<file path="src/rtl/mlu_bootstrapper.sv">
// Boot-time LUT image writer: accepts a byte stream and broadcasts each byte to the
// slice lookup memories with a setup/strobe/hold write cycle, then releases N_BOOTED.
module mlu_bootstrapper #(
    parameter int unsigned DEPTH = 12,
    parameter int unsigned WIDTH = 8
) (
    input  logic             CLK,
    input  logic             N_RST,
    input  logic             START,
    input  logic [WIDTH-1:0] IN_DATA,
    input  logic             IN_VALID,
    output logic             IN_READY,
    output logic [DEPTH-1:0] BOOTSTRAP_ADDR,
    output logic [WIDTH-1:0] BOOTSTRAP_DATA,
    output logic             BOOTSTRAP_N_WE,
    output logic             N_BOOTED,
    output logic             BUSY
);

    localparam logic [DEPTH-1:0] LAST_ADDR = '1;

    typedef enum logic [2:0] {
        IDLE,
        LOAD,
        SETUP,
        STROBE,
        HOLD,
        DONE
    } state_t;

    state_t state;

    // Ready is a pure state decode so the source sees no input-to-output path.
    assign IN_READY = (state == LOAD);

    // Write sequencer; address/data only move outside the SETUP..HOLD window.
    always_ff @(posedge CLK or negedge N_RST) begin
        if (!N_RST) begin
            state          <= IDLE;
            BOOTSTRAP_ADDR <= '0;
            BOOTSTRAP_DATA <= '0;
            BOOTSTRAP_N_WE <= 1'b1;
            N_BOOTED       <= 1'b1;
            BUSY           <= 1'b0;
        end else begin
            case (state)
                IDLE: begin
                    if (START) begin
                        state          <= LOAD;
                        BOOTSTRAP_ADDR <= '0;
                        BUSY           <= 1'b1;
                    end
                end
                LOAD: begin
                    if (IN_VALID) begin
                        BOOTSTRAP_DATA <= IN_DATA;
                        state          <= SETUP;
                    end
                end
                SETUP: begin
                    BOOTSTRAP_N_WE <= 1'b0;
                    state          <= STROBE;
                end
                STROBE: begin
                    BOOTSTRAP_N_WE <= 1'b1;
                    state          <= HOLD;
                end
                HOLD: begin
                    // Terminal compare precedes the increment, so the address never wraps.
                    if (BOOTSTRAP_ADDR == LAST_ADDR) begin
                        state    <= DONE;
                        N_BOOTED <= 1'b0;
                        BUSY     <= 1'b0;
                    end else begin
                        BOOTSTRAP_ADDR <= BOOTSTRAP_ADDR + DEPTH'(1);
                        state          <= LOAD;
                    end
                end
                DONE: begin
                    if (START) begin
                        state          <= LOAD;
                        BOOTSTRAP_ADDR <= '0;
                        N_BOOTED       <= 1'b1;
                        BUSY           <= 1'b1;
                    end
                end
                default: begin
                    state          <= IDLE;
                    BOOTSTRAP_N_WE <= 1'b1;
                end
            endcase
        end
    end

endmodule

</file>
<file path="config.mk">
export PLATFORM = sky130hd
export DESIGN_NAME = mlu_bootstrapper
export DESIGN_NICKNAME = d
export VERILOG_FILES = /design/src/rtl/mlu_bootstrapper.sv
export SDC_FILE = /design/constraint.sdc
export NUM_CORES = 1
export LEC_CHECK = 0
export CAP_MARGIN = 5
export CORE_ASPECT_RATIO = 0.9
export CORE_MARGIN = 2
export CORE_UTILIZATION = 55
export DETAILED_ROUTE_END_ITERATION = 10
export DONT_BUFFER_PORTS = 1
export PLACE_DENSITY_LB_ADDON = 0.05
export SETUP_SLACK_MARGIN = 0.5
export SLEW_MARGIN = 20
export SYNTH_ARGS = -nofsm -noshare
export SYNTH_HDL_FRONTEND = slang
export SYNTH_SLANG_ARGS = --single-unit
</file>
<file path="constraint.sdc">
create_clock -name CLK -period 1.65 [get_ports CLK]
set_clock_uncertainty 0.05 [all_clocks]
set_input_delay 0.33 -clock CLK [delete_from_list [all_inputs] [get_ports CLK]]
set_output_delay 0.33 -clock CLK [all_outputs]
set_load 0.005 [all_outputs]
</file>
==> results of run 1 <==
## routing by layer
layer | track usage (%) | up-vias | wire [um]
met2 | 51.6 | 100 | 2550
met1 | 39.3 | 658 | 1700
met4 | 6.50 | 0 | 114
met3 | 8.25 | 18 | 418
li1 | - | 564 | -
met5 | 0 | - | 0
## path summary, 6_finish.rpt
path / start / to
max in group asynchronous: N_RST / BOOTSTRAP_N_WE$_DFFE_PN1N_
worst min-delay path: IN_DATA[0] / BOOTSTRAP_DATA[0]$_DFFE_PN0P_
worst min register to register: BOOTSTRAP_N_WE$_DFFE_PN1N_ / BOOTSTRAP_N_WE$_DFFE_PN1N_
worst max register to register: BOOTSTRAP_ADDR[0]$_DFFE_PN0P_ / BOOTSTRAP_ADDR[11]$_DFFE_PN0P_
worst max-delay path: BOOTSTRAP_ADDR[0]$_DFFE_PN0P_ / BOOTSTRAP_ADDR[11]$_DFFE_PN0P_
min in group asynchronous: N_RST / state[0]$_DFFE_PN0P_
## layout by cell type, fill, tap and decap left out, types with 3 or more instances in the layout
cell      synthesis  final
a21oi_2           0      3
a31oi_1           9      7
buf_4             1     18
buf_6             0     26
clkbuf_4          0      3
dfrtp_1          24     20
dfrtp_2           0      4
inv_1             7      6
mux2_4            0      9
nand2_1          12      9
nand3_1           6      5
nand4_1           3      3
o211ai_1          3      3
o21ai_1           0      3
## cell usage after synthesis, drive strengths merged
library cell | count | share of area [%]
clkbuf | 2 | 0.57
mux2 | 10 | 8.6
ha | 1 | 0.95
nor2 | 2 | 0.57
nor2b | 1 | 0.48
a21oi | 5 | 1.9
nor4 | 1 | 0.48
or4 | 1 | 0.57
or3b | 2 | 1.3
o31a | 2 | 1.3
a211oi | 1 | 0.95
dfrtp | 24 | 46
a41oi | 2 | 1.3
nand2b | 2 | 0.95
buf | 3 | 1.3
o21ba | 1 | 0.76
o21ai | 6 | 2.3
nand4 | 3 | 1.4
nor3b | 3 | 1.7
a211o | 2 | 1.3
and4 | 3 | 2.3
inv | 7 | 2.0
dfstp | 2 | 4.0
o21a | 1 | 0.57
mux2i | 1 | 0.76
nand2 | 12 | 3.4
nor3 | 3 | 1.5
and3 | 3 | 1.5
o211ai | 3 | 1.7
a31oi | 9 | 4.3
nand3 | 6 | 2.3
or4b | 1 | 0.76
## sequential cells by signal (all words and copies together) (netlist names)
| register | count |
|---|---|
| BOOTSTRAP_ADDR | 12 |
| state | 3 |
| N_BOOTED | 1 |
| BOOTSTRAP_DATA | 8 |
| BUSY | 1 |
| BOOTSTRAP_N_WE | 1 |
## worst max-delay path: stages, from the launching register on
cell and delay, ns:
dfrtp_2 0.46, and4_4 0.23, or4b_4 0.47, and3_4 0.16, a211o_1 0.21
## area by class of cell
class | instances | area (sq um)
Clock buffer | 3 | 22.5
Tap cell | 27 | 33.8
Fill cell | 70 | 165
Timing Repair Buffer | 47 | 478
Multi-Input combinational cell | 87 | 806
Clock inverter | 1 | 30.0
Inverter | 7 | 28.8
Sequential cell | 26 | 658
## report_power, final
group          total (mW)  internal, mW  switching [mW]
clock               0.454         0.246           0.208
sequential           1.26         0.946           0.318
combinational        2.52          1.34            1.18
total                4.24          2.53            1.71
## kinds of logic (layout without fill, tap and decap cells)
kind of cell,after synthesis,in the layout,synth area share (%)
and+or+nand+nor,43,43,19.4
DFF,26,26,49.9
AOI/OAI and AO/OA,32,32,16.5
buffers and inverters,12,58,3.92
muxes,11,11,9.36
adders and majority gates,1,1,0.955
## timing repair
| item | CTS | global route |
|---|---|---|
| pin swaps | 9 | 13 |
| hold buffers | 2 | 0 |
| setup buffers | 11 | 3 |
| gates resized for setup | 35 | 33 |
| endpoints found under the hold margin | 26 | 0 |
| endpoints found under the setup margin | 43 | 50 |
## metrics by stage
step / cells / hold slack [ns] / utilization, %
finish: 198 / 0.0777 / 92.6
global route: 198 / 0.0663 / 92.6
CTS: 195 / 0.0719 / 85.9
detailed placement: 178 / -0.0147 / 72.4
global placement: 178 / -0.0150 / 72.4
floorplan: 125 / -0.0156 / -
==> flow_summary.yaml, run 1 <==
run_status:
  outcome: "complete, but fails checks"
  violations: "negative setup slack"
clock_network:
  cts_tree: "done"
  cts.clk_slew.worst_paths_ns: 0.15
  clock_latency_ns: 0.34
  cts_sinks: 26
  clockBufferDepth: 2
  cts_buffers: 3
  clockRootBuffer: "clkbuf_4"
  h-tree-depth: 1
hold_path:
  hp-class: "in2reg"
  hold_depth: 1
grt:
  grt_max_degree: 27
  grt_first_pass_wirelength_um: 6480
  overflow: 0
  antenna_found_initial: 0
  grt_use_total_pct: 30.4
  grt_pass1_vias: 1287
power:
  pwr_density_cell_nw_per_um2: 2060
  p_leak_nw: 0.907
  ir_drop_mv: 2.02
  power.total_mw: 4.24
timing:
  slew_viol_final: 0
  slew_headroom_pct: 77.0
  min_period_ns: 1.67
  setup_ws_ns: -0.0172
  finalHoldViolCount: 0
  finalSetupTns_ns: -0.0172
  rsz0062_at_grt: "true"
  period_share_pct: 101
  setup_viol: 1
  worst_pin_slew_ns: 0.343
  fmax_ghz: 0.600
floorplan:
  core_area_sq_um: 2220
  num_rows: 16
  die_w_um: 55.4
  io_pins: 36
  fp.dieH_um: 50.3
  initial_utilization_pct: 59.0
  die_area_sq_um: 2790
detailed_routing:
  wire_per_inst_um: 24.2
  drc: 0
  num_vias: 1340
  detail-route-antenna-nets: 0
  firstDrtPassIters: 4
  wl_um: 4780
  drtIter0Drc: 53
  viasPerCell: 6.77
worst_setup_path:
  cp.arrival_ns: 1.86
  cp_max_fo: 4
  cp-end-kind: "flop"
  critical_path_required_ns: 1.84
  reg2reg_slack_ns: -0.02
  start_kind: "flop"
  r2r_cells: 4
  critPathKind: "reg2reg"
place:
  io_buffers: 0
  place_ws_ns: -0.156
  dpl_cell_area_sq_um: 1610
  place_hpwl_um: 2270
  gp_congestion: 0.840
logic_synthesis:
  netlist-cell-type-count: 37
  yosysSeqAreaShare_pct: 49.9
  yosys_register_bits: 26
  syn_area_sq_um: 1310
  syn_inst: 125
  avgSynthCellArea_sq_um: 10.5
  yosysWarnings: 0
  synth_fp_nets: 138
final_layout:
  n_antenna_cell: 0
  drive_gt1_share_pct: 56.1
  finalInstanceArea_sq_um: 2060
  area_growth_pct: 57.0
  final_nets: 185
run:
  cap_violations: 0
Note: power is estimated with default switching activity, not from simulation.
==> inputs of run 2 (changes only) <==
- SLEW_MARGIN: 20 -> not set
==> results of run 2 <==
The final DEF is identical to that of run 1; final timing and power are the same.
